`src/rtl/microprogram_sequencer.sv`:
```
// rtl/microprogram_sequencer.sv - next-microaddress sequencer with call/return and memory-wait timeout
module microprogram_sequencer #(
    parameter int                ADDR_W       = 7,
    parameter logic [ADDR_W-1:0] RESET_VECTOR = '0,
    parameter logic [ADDR_W-1:0] TRAP_VECTOR  = ADDR_W'(7'h7F),
    parameter int                TIMEOUT      = 16
) (
    input  logic              Clk,
    input  logic              Reset_n,
    input  logic              Memory_Operation_Complete,
    input  logic              Branch_Condition,
    input  logic              Branch_Annul,
    input  logic              Trap,
    input  logic [1:0]        Condition_Select,
    input  logic              Invert,
    input  logic [2:0]        Next_Select,
    input  logic [ADDR_W-1:0] Target,
    input  logic [ADDR_W-1:0] Dispatch_Address,
    input  logic              Hold,
    output logic [ADDR_W-1:0] uPC,
    output logic              Condition,
    output logic              Stalled,
    output logic              Memory_Timeout
);

    localparam logic [2:0] NS_INC      = 3'b000;
    localparam logic [2:0] NS_JUMP     = 3'b001;
    localparam logic [2:0] NS_CJUMP    = 3'b010;
    localparam logic [2:0] NS_DISPATCH = 3'b011;
    localparam logic [2:0] NS_CALL     = 3'b100;
    localparam logic [2:0] NS_RET      = 3'b101;
    localparam logic [2:0] NS_WAIT     = 3'b110;

    // Counter value at which the next holding edge vectors to the trap instead
    localparam logic [7:0] WAIT_LAST = (TIMEOUT == 0) ? 8'd0 : 8'(TIMEOUT - 1);

    logic [ADDR_W-1:0] upc_q, upc_d;
    logic [ADDR_W-1:0] ret_q, ret_d;
    logic [7:0]        cnt_q, cnt_d;
    logic              stalled_q, stalled_d;
    logic              mto_q, mto_d;
    logic              cond_src;
    logic              cond;
    logic              waiting;
    logic              timeout_hit;
    logic [ADDR_W-1:0] inc;

    always_comb begin
        cond_src = 1'b0;
        case (Condition_Select)
            2'd0:    cond_src = Memory_Operation_Complete;
            2'd1:    cond_src = Branch_Condition;
            2'd2:    cond_src = Branch_Annul;
            default: cond_src = Trap;
        endcase
    end

    assign cond        = cond_src ^ Invert;
    assign inc         = upc_q + 1'b1;
    assign waiting     = (Next_Select == NS_WAIT) && !cond;
    assign timeout_hit = (TIMEOUT != 0) && waiting && (cnt_q == WAIT_LAST);

    always_comb begin
        upc_d     = upc_q;
        ret_d     = ret_q;
        cnt_d     = cnt_q;
        stalled_d = stalled_q;
        mto_d     = 1'b0;
        if (Hold) begin
            // Everything freezes except the timeout pulse, which must stay one cycle wide
            mto_d = 1'b0;
        end else if (timeout_hit) begin
            upc_d     = TRAP_VECTOR;
            mto_d     = 1'b1;
            cnt_d     = 8'd0;
            stalled_d = 1'b0;
        end else begin
            stalled_d = waiting;
            cnt_d     = waiting ? cnt_q + 8'd1 : 8'd0;
            case (Next_Select)
                NS_JUMP:     upc_d = Target;
                NS_CJUMP:    upc_d = cond ? Target : inc;
                NS_DISPATCH: upc_d = Dispatch_Address;
                NS_CALL: begin
                    ret_d = inc;
                    upc_d = Target;
                end
                NS_RET:      upc_d = ret_q;
                NS_WAIT:     upc_d = cond ? inc : upc_q;
                default:     upc_d = inc;
            endcase
        end
    end

    always_ff @(posedge Clk or negedge Reset_n) begin
        if (!Reset_n) begin
            upc_q     <= RESET_VECTOR;
            ret_q     <= RESET_VECTOR;
            cnt_q     <= 8'd0;
            stalled_q <= 1'b0;
            mto_q     <= 1'b0;
        end else begin
            upc_q     <= upc_d;
            ret_q     <= ret_d;
            cnt_q     <= cnt_d;
            stalled_q <= stalled_d;
            mto_q     <= mto_d;
        end
    end

    assign uPC            = upc_q;
    assign Condition      = cond;
    assign Stalled        = stalled_q;
    assign Memory_Timeout = mto_q;

endmodule

```
`config.mk`:
```
export PLATFORM = sky130hd
export DESIGN_NAME = microprogram_sequencer
export DESIGN_NICKNAME = d
export VERILOG_FILES = /design/src/rtl/microprogram_sequencer.sv
export SDC_FILE = /design/constraint.sdc
export NUM_CORES = 1
export LEC_CHECK = 0
export ABC_AREA = 0
export BUFFER_PORTS_ARGS = -buffer_cell sky130_fd_sc_hd__buf_2
export CAP_MARGIN = 20
export CORE_MARGIN = 4
export CORE_UTILIZATION = 48
export DETAILED_ROUTE_END_ITERATION = 16
export GPL_ROUTABILITY_DRIVEN = 0
export PLACE_DENSITY = 0.76
export SYNTH_ARGS = -nofsm -noshare
export SYNTH_HDL_FRONTEND = slang
export SYNTH_SLANG_ARGS = --single-unit
```
`constraint.sdc`:
```
create_clock -name Clk -period 1.8 [get_ports Clk]
set_input_delay 0.27 -clock Clk [delete_from_list [all_inputs] [get_ports Clk]]
set_output_delay 0.27 -clock Clk [all_outputs]
set_load 0.02 [all_outputs]
```
==> metrics.cfg, run 1 <==
[run_status]
status=finished, final reports clean

[sta]
slew-limit-headroom=0.633
fin_ws_ns=0.0945
finalSetupViolations=0
finalClockSkew_ns=0.00987
min_period_ns=1.71
slew_viol_final=0
hold_slack_ns=0.230
tightest_slew_ns=0.550
rsz0062_at_grt=false
timing.fmax_ghz=0.586
post-route-period-util=0.947
setup-tns-final_ns=0
hold_viol=0

[clock_tree]
clk_path_buf_depth=2
root_buffer=clkbuf_4
htree_levels=1
clk_pin_slew_ns=0.14
tritoncts=built
numCtsBuffers=3
clock-sinks=24
clock_latency_ns=0.32

[floorplan]
core.rowCount=20
start_util=0.502
core_sq_um=3080
io_pins=37
die_x_microns=64.7
dieHeight_microns=64.7
die-area_sq_um=4190

[detailed_routing]
route.detailed.drc=0
routed_wl_microns=3820
final_antenna_net_count=0
vias_per_cell=5.49
wl_per_cell_microns=13.8
vias=1520
first_pass_iters=4
drtIter0Drc=113

[setup_path]
worstPathArrival_ns=1.94
required_ns=2.04
crit_type=register to register
crit_fanout=8
r2r_cells=6
critical_path.endpoint_type=register
start_kind=register

[global_route]
track_usage=0.196
grt-ovfl-total=0
grt_pass1_wl_microns=6520
antenna_found_initial=0
grt_max_degree=25
grt_pass1_vias=1424

[flow_run]
maxCapViolCount=0

[final_layout]
multi_input_area_sq_um=916
regArea_sq_um=601
drive_gt1_frac=0.330
area_growth_pct=28.7
fin_nets=264
antennaDiodeCount=0
fill_cells=270

[synthesis]
synth-xor-area-share=0.0575
synth_seq_cells=24
synthMuxAreaShare=0.0842
synthAdderAreaFrac=0.0162
yosysUniqueCellTypes=38
syn_avg_cell_area_sq_um=8.68
synth-simple-area-share=0.202
syn_inst=178
syn_area_sq_um=1550
syn_nets=207
yosys_warnings=0
synth_top_family_by_area=compound AO/OA/AOI/OAI gates
synth-compound-area-share=0.215
seq_area_frac_synth=0.389

[power_and_ir_drop]
p_per_area_nw_per_um2=777
p_seq_frac=0.449
p_int_uw=987
switching_share=0.361
p_switching_uw=559
combPwrFrac=0.393
p_leak_nw=0.910
pwr-share-clk=0.158
ir_drop_mv=0.462

[placed_design]
io_buffers=36
dp_hpwl_microns=2940
dp_slack_ns=-0.167

[min_path]
worstHoldPathCells=3
min_path_type=input port to register

-- metrics by stage --
step | utilization | power [mW] | instances | cell area [sq um]
6_report | 0.646 | 1.55 | 277 | 1990
5_1_grt | 0.646 | 1.66 | 277 | 1990
4_1_cts | 0.630 | 1.52 | 275 | 1940
3_5_place_dp | 0.619 | 1.28 | 271 | 1900
3_3_place_gp | 0.619 | 1.27 | 271 | 1900
2_1_floorplan | - | 1.06 | 178 | 1550
-- layout by cell type (no fill, tap or decap), drive strengths merged --
| master | netlist | routed |
|---|---|---|
| mux4 | 1 | 1 |
| nor2b | 4 | 4 |
| buf | 1 | 59 |
| nor3 | 6 | 6 |
| dlygate4sd3 | 0 | 1 |
| nor2 | 26 | 26 |
| a32o | 1 | 1 |
| clkbuf | 7 | 3 |
| nand3 | 12 | 12 |
| o21ai | 10 | 10 |
| ha | 2 | 2 |
| a21oi | 10 | 10 |
| a31oi | 7 | 7 |
| inv | 6 | 6 |
| a211oi | 2 | 2 |
| a2111oi | 2 | 2 |
| nand4 | 1 | 1 |
| a21o | 2 | 2 |
| nand2 | 17 | 17 |
| dfrtp | 24 | 24 |
| a221oi | 1 | 1 |
| xor2 | 5 | 5 |
| a22oi | 3 | 3 |
| mux2 | 6 | 6 |
| a211o | 2 | 2 |
| xnor2 | 3 | 3 |
| o22ai | 1 | 1 |
| or3 | 3 | 3 |
| o22a | 1 | 1 |
| a31o | 1 | 1 |
| a41oi | 1 | 1 |
| and3 | 1 | 1 |
| a22o | 3 | 3 |
| o221ai | 1 | 1 |
| mux2i | 4 | 4 |
| o21bai | 1 | 1 |
-- power groups by stage --
stage	combinational [mW]	clock (mW)	sequential, mW
floorplan	0.313	0	0.746
global placement	0.568	0	0.699
detailed placement	0.578	0	0.703
CTS	0.584	0.247	0.692
global route	0.671	0.275	0.711
finish	0.608	0.244	0.695
-- critical path: stages, from the launching register on --
cell and delay (ns):
dfrtp_1 0.40, or3_4 0.39, or3_4 0.36, a31oi_4 0.14, buf_6 0.14, nor2_1 0.04, a41oi_1 0.15
-- layout make-up --
type	count	share of cell area
well taps	44	0.0277
flip-flops and latches	24	0.302
clock buffers	3	0.0113
repair buffers	60	0.187
multi-input cells	140	0.460
inverters	6	0.0113
-- state kept, by name (all words and copies together), names as in the netlist --
register        count
Memory_Timeout      1
Stalled             1
cnt_q               8
ret_q               7
uPC                 7
-- final timing paths --
kind | startpoint | endpoint | slack (ns)
max in group asynchronous | Reset_n | ret_q[4]$_DFFE_PN0P_ | 0.98
hold reg to reg | Stalled$_DFFE_PN0N_ | Stalled$_DFFE_PN0N_ | 0.51
setup reg to reg | cnt_q[5]$_DFFE_PN0N_ | uPC[3]$_DFFE_PN0P_ | 0.09
min in group asynchronous | Reset_n | cnt_q[3]$_DFFE_PN0N_ | 0.45
setup / recovery | cnt_q[5]$_DFFE_PN0N_ | uPC[3]$_DFFE_PN0P_ | 0.09
hold / removal | Target[1] | uPC[1]$_DFFE_PN0P_ | 0.23
-- synth_stat cells (all sizes together) --
library cell   n  area share
nand2         17       0.041
buf            1      0.0049
mux2i          4       0.026
dfrtp         24        0.39
mux2           6       0.044
ha             2       0.016
a211o          2       0.011
a21o           2      0.0097
a21oi         10       0.032
a41oi          1      0.0057
nor3           6       0.019
xnor2          3       0.029
nand3         12       0.039
a221oi         1      0.0057
nand4          1      0.0041
a31oi          7       0.032
mux4           1       0.015
a31o           1      0.0057
nor2b          4       0.016
clkbuf         7       0.017
a2111oi        2       0.011
a22o           3       0.017
nor2          26       0.063
and3           1      0.0041
o221ai         1      0.0057
o22ai          1      0.0041
o21bai         1      0.0049
o21ai         10       0.032
a22oi          3       0.015
xor2           5       0.028
a211oi         2      0.0097
a32o           1      0.0065
inv            6       0.015
or3            3       0.015
o22a           1      0.0057
-- cells by family (layout without fill, tap and decap cells) --
family / Yosys count / count (layout)
DFF: 24 / 24
adders and majority gates: 2 / 2
xor gates and xnor gates: 8 / 8
buffers and inverters: 14 / 69
and+or+nand+nor: 70 / 70
muxes: 11 / 11
AOI/OAI and AO/OA: 49 / 49
-- layer usage --
| metal | vias up | share of wire | global-route usage |
|---|---|---|---|
| met5 | - | 0 | 0 |
| met4 | 0 | 0.0071 | 0.0554 |
| met3 | 4 | 0.046 | 0.0312 |
| met2 | 38 | 0.50 | 0.326 |
| met1 | 715 | 0.45 | 0.264 |
| li1 | 763 | - | - |
-- what timing repair did --
item	in CTS	in global routing
hold buffers	1	0
setup endpoints to repair	1	11
gates resized for setup	1	7
pin swaps	0	3
setup buffers	0	3
hold endpoints to repair	24	0
No activity file was read; power rests on OpenSTA's default activity.
==> run 2: changes to the inputs <==
- CAP_MARGIN: 20 -> 10
- CORE_ASPECT_RATIO: not set -> 1.1
- REMOVE_ABC_BUFFERS: not set -> 1
==> metrics.cfg, run 2 (synthesis gave the netlist of run 1 again) <==
[sta]
timing.fmax_ghz=0.571
post-route-period-util=0.972
tightest_slew_ns=0.559
rsz0062_at_grt=true
slew-limit-headroom=0.628
slew_viol_final=0
hold_slack_ns=0.231
hold_viol=0
finalSetupViolations=0
min_period_ns=1.75
finalClockSkew_ns=0.00220

[setup_path]
worst_path_largest_cell_delay_ns=0.55
start_kind=input port
worstPathArrival_ns=1.48
slowest_stage=mux4_2
crit_path_cell_trace=buf_2, mux4_2, xnor2_4, inv_2, buf_4, buf_6
crit_type=input port to primary output
crit_family=multiplexers
path_buf_inv=4
critical_path.endpoint_type=primary output
required_ns=1.53
crit_fanout=4

[final_layout]
area_growth_pct=29.7
final_cell_mix=35 x buf_2, 26 x nor2_1, 24 x dfrtp_1
drive_gt1_frac=0.343
fin_area_sq_um=2000
largest_reg_flops=8
regMostFlops=cnt_q
antennaDiodeCount=0
fin_nets=264
final_common_cell=buf_2
fill_cells=280

[power_and_ir_drop]
switching_share=0.364
p_leak_nw=0.911
ir_drop_mv=0.439
p_int_uw=993
p_per_area_nw_per_um2=779
pwr-share-clk=0.157
p_switching_uw=569
p_seq_frac=0.444
power.total_mw=1.56
combPwrFrac=0.399

[floorplan]
core.rowCount=21
die-area_sq_um=4190
core_sq_um=3070
start_util=0.503
dieHeight_microns=67.5
io_pins=37
die_x_microns=62.1

[clock_tree]
clk_pin_slew_ns=0.14
clk_path_buf_depth=2
clock_latency_ns=0.31
htree_levels=1
tritoncts=built
root_buffer=clkbuf_4
clock-sinks=24
numCtsBuffers=3

[global_route]
track_usage=0.210
grt_max_degree=25
grt-ovfl-total=0
grt_pass1_wl_microns=6620
antenna_found_initial=0
grt_pass1_vias=1493

[detailed_routing]
vias=1561
wl_per_cell_microns=15.2
routed_wl_microns=4070
final_antenna_net_count=0
vias_per_cell=5.85
first_pass_iters=4
drtIter0Drc=71
route.detailed.drc=0

[placed_design]
io_buffers=36
placed_area_sq_um=1900
dp_hpwl_microns=3100

[run_status]
status=finished, final reports clean

[flow_run]
maxCapViolCount=0

[min_path]
min_path_type=input port to register

-- run 2: path summary, 6_finish.rpt --
kind	startpoint	endpoint	slack, ns	cells after the start
setup reg to reg	cnt_q[5]$_DFFE_PN0N_	uPC[3]$_DFFE_PN0P_	0.07	6
max in group asynchronous	Reset_n	uPC[5]$_DFFE_PN0P_	0.98	2
hold / removal	Target[1]	uPC[1]$_DFFE_PN0P_	0.23	3
setup / recovery	Condition_Select[0]	Condition	0.05	6
hold reg to reg	Stalled$_DFFE_PN0N_	Stalled$_DFFE_PN0N_	0.51	2
min in group asynchronous	Reset_n	Stalled$_DFFE_PN0N_	0.46	2
-- run 2: layer usage --
layer / wire, microns / up-vias / GRT usage
li1: - / 759 / -
met1: 1760 / 746 / 0.283
met2: 2070 / 50 / 0.346
met3: 187 / 6 / 0.0268
met4: 53 / 0 / 0.0637
met5: 0 / - / 0
-- run 2: worst min-delay path, cell delays in order --
cell and delay (ns):
buf_2 0.08, a2111oi_0 0.08, nor2_1 0.08
-- run 2: per-stage QoR --
step / cells / TNS [ns] / worst slack (ns) / utilization
after CTS: 265 / 0 / 0.0108 / 0.637
final: 267 / 0 / 0.0497 / 0.652
after global placement: 261 / -0.150 / -0.0803 / 0.619
after global routing: 267 / -0.00764 / -0.00457 / 0.652
after floorplan: 170 / -0.330 / -0.114 / -
after detailed placement: 261 / -0.404 / -0.149 / 0.619
-- run 2: power by group through the flow --
stage / Sequential (mW) / Combinational, mW / Clock, mW
floorplan: 0.746 / 0.292 / 0
global placement: 0.697 / 0.573 / 0
detailed placement: 0.704 / 0.585 / 0
CTS: 0.693 / 0.596 / 0.248
global route: 0.711 / 0.681 / 0.271
finish: 0.693 / 0.624 / 0.245
-- run 2: cell type report --
| cell class | count | area [sq um] | share of cell area |
|---|---|---|---|
| multi-input cells | 140 | 931 | 0.464 |
| flip-flops and latches | 24 | 601 | 0.300 |
| repair buffers | 60 | 385 | 0.192 |
| well taps | 34 | 42.5 | 0.0212 |
| clock buffers | 3 | 22.5 | 0.0112 |
| inverters | 6 | 22.5 | 0.0112 |
-- run 2: timing repair --
action / in CTS / in global routing
hold endpoints to repair: 24 / 0
pin swaps: 1 / 2
hold buffers: 1 / 0
endpoints found under the setup margin: 4 / 6
resized for setup: 4 / 8
setup buffers: 0 / 2
cloned: 0 / 0
==> run 3: changes to the inputs <==
- CAP_MARGIN: 10 -> 20
- CORE_UTILIZATION: 48 -> 53
- PLACE_DENSITY: 0.76 -> 0.79
- clock period: 1.8 -> 1.7 ns (I/O delays scaled with it)
==> metrics.cfg, run 3 (synthesis gave the netlist of run 1 again) <==
[power_and_ir_drop]
combPwrFrac=0.385
p_switching_uw=620
pwr-share-clk=0.185
p_int_mw=1.11
p_per_area_nw_per_um2=827
p_seq_frac=0.430
switching_share=0.358
power.total_mw=1.73
p_leak_nw=0.964
ir_drop_mv=0.748

[run_status]
violations=negative setup slack
status=finished with violations

[sta]
finalClockSkew_ns=0.00134
timing.fmax_ghz=0.581
setup-tns-final_ns=-0.0674
min_period_ns=1.72
tightest_slew_ns=0.554
finalSetupViolations=4
fin_ws_ns=-0.0215
post-route-period-util=1.01
slew-limit-headroom=0.630
hold_viol=0
slew_viol_final=0
hold_slack_ns=0.211
rsz0062_at_grt=true

[final_layout]
fin_nets=273
antennaDiodeCount=0
area_growth_pct=35.3
regArea_sq_um=601
final_common_cell=buf_2
fill_cells=204
final_cell_mix=35 x buf_2, 29 x buf_4, 25 x nor2_1
regMostFlops=cnt_q
largest_reg_flops=8
multi_input_area_sq_um=942
drive_gt1_frac=0.370

[detailed_routing]
first_pass_iters=4
drtIter0Drc=81
final_antenna_net_count=0
route.detailed.drc=0
vias=1627
wl_per_cell_microns=15.9
routed_wl_microns=4400
vias_per_cell=5.89

[setup_path]
crit_type=register to register
required_ns=1.96
critical_path.endpoint_type=register
r2r_cells=6
rr_endpoint=uPC[4]$_DFFE_PN0P_
startpoint=cnt_q[7]$_DFFE_PN0N_
rrSetupSlack_ns=-0.02
worstReg2RegStart=cnt_q[7]$_DFFE_PN0N_
crit_end=uPC[4]$_DFFE_PN0P_
crit_fanout=8
worstPathArrival_ns=1.98
start_kind=register

[clock_tree]
clock-sinks=24
clk_path_buf_depth=2
tritoncts=built
root_buffer=clkbuf_4
htree_levels=1
numCtsBuffers=3
clock_latency_ns=0.33
clk_pin_slew_ns=0.14

[placed_design]
io_buffers=36
dp_slack_ns=-0.234
dp_hpwl_microns=3200

[global_route]
antenna_found_initial=0
grt_max_degree=25
grt_pass1_wl_microns=7270
track_usage=0.244
grt-ovfl-total=0
grt_pass1_vias=1637

[floorplan]
start_util=0.556
io_pins=37
dieHeight_microns=64.6
core.rowCount=20
core_sq_um=2780
die-area_sq_um=3840
die_x_microns=59.5

[flow_run]
maxCapViolCount=0

[min_path]
min_path_type=input port to register

-- run 3: stage by stage --
stage               instances  area, sq um   util
CTS                       273         2050  0.737
detailed placement        263         1910  0.689
floorplan                 170         1510      -
global placement          263         1910  0.689
global route              276         2090  0.753
finish                    276         2090  0.753
-- run 3: routing by layer --
metal  share of wire  vias to the layer above  routed length [microns]  global-route usage
met5               0                        -                        0                   0
met4           0.014                        0                       61              0.0765
met3           0.066                        7                      292              0.0319
met2            0.53                       72                     2350               0.444
met1            0.38                      774                     1690               0.289
li1                -                      774                        -                   -
-- run 3: layout make-up --
type | count | share of cell area
sequential | 24 | 0.287
clock buffer | 4 | 0.0174
inverter | 6 | 0.0108
timing repair buffer | 69 | 0.214
multi-input combinational | 140 | 0.451
tap | 33 | 0.0197
-- run 3: timing repair --
action,in CTS,in global routing
setup buffers,5,3
hold buffers,1,0
endpoints found under the hold margin,24,0
gates resized for setup,12,4
pin swaps,5,1
setup endpoints to repair,14,12
-- run 3: critical path: stages, from the launching register on --
cell and delay [ns]:
dfrtp_1 0.40, or3_4 0.39, or3_4 0.37, a31oi_4 0.14, buf_6 0.15, nor2_1 0.04
a31oi_1 0.15
-- run 3: power by group through the flow --
| stage | Sequential, mW | Clock [mW] | Combinational (mW) |
|---|---|---|---|
| 6_report | 0.744 | 0.319 | 0.667 |
| 3_5_place_dp | 0.750 | 0 | 0.616 |
| 2_1_floorplan | 0.789 | 0 | 0.309 |
| 5_1_grt | 0.758 | 0.353 | 0.728 |
| 3_3_place_gp | 0.740 | 0 | 0.598 |
| 4_1_cts | 0.739 | 0.329 | 0.658 |
-- run 3: worst min-delay path by stage --
stage                     cells past startpoint      start                       end
after floorplan                               0    Reset_n  Memory_Timeout$_DFF_PN0_
after global placement                        1    Reset_n       Stalled$_DFFE_PN0N_
after detailed placement                      1    Reset_n      cnt_q[1]$_DFFE_PN0N_
after CTS                                     3  Target[1]        uPC[1]$_DFFE_PN0P_
after global routing                          3  Target[1]        uPC[1]$_DFFE_PN0P_
final                                         3  Target[1]        uPC[1]$_DFFE_PN0P_
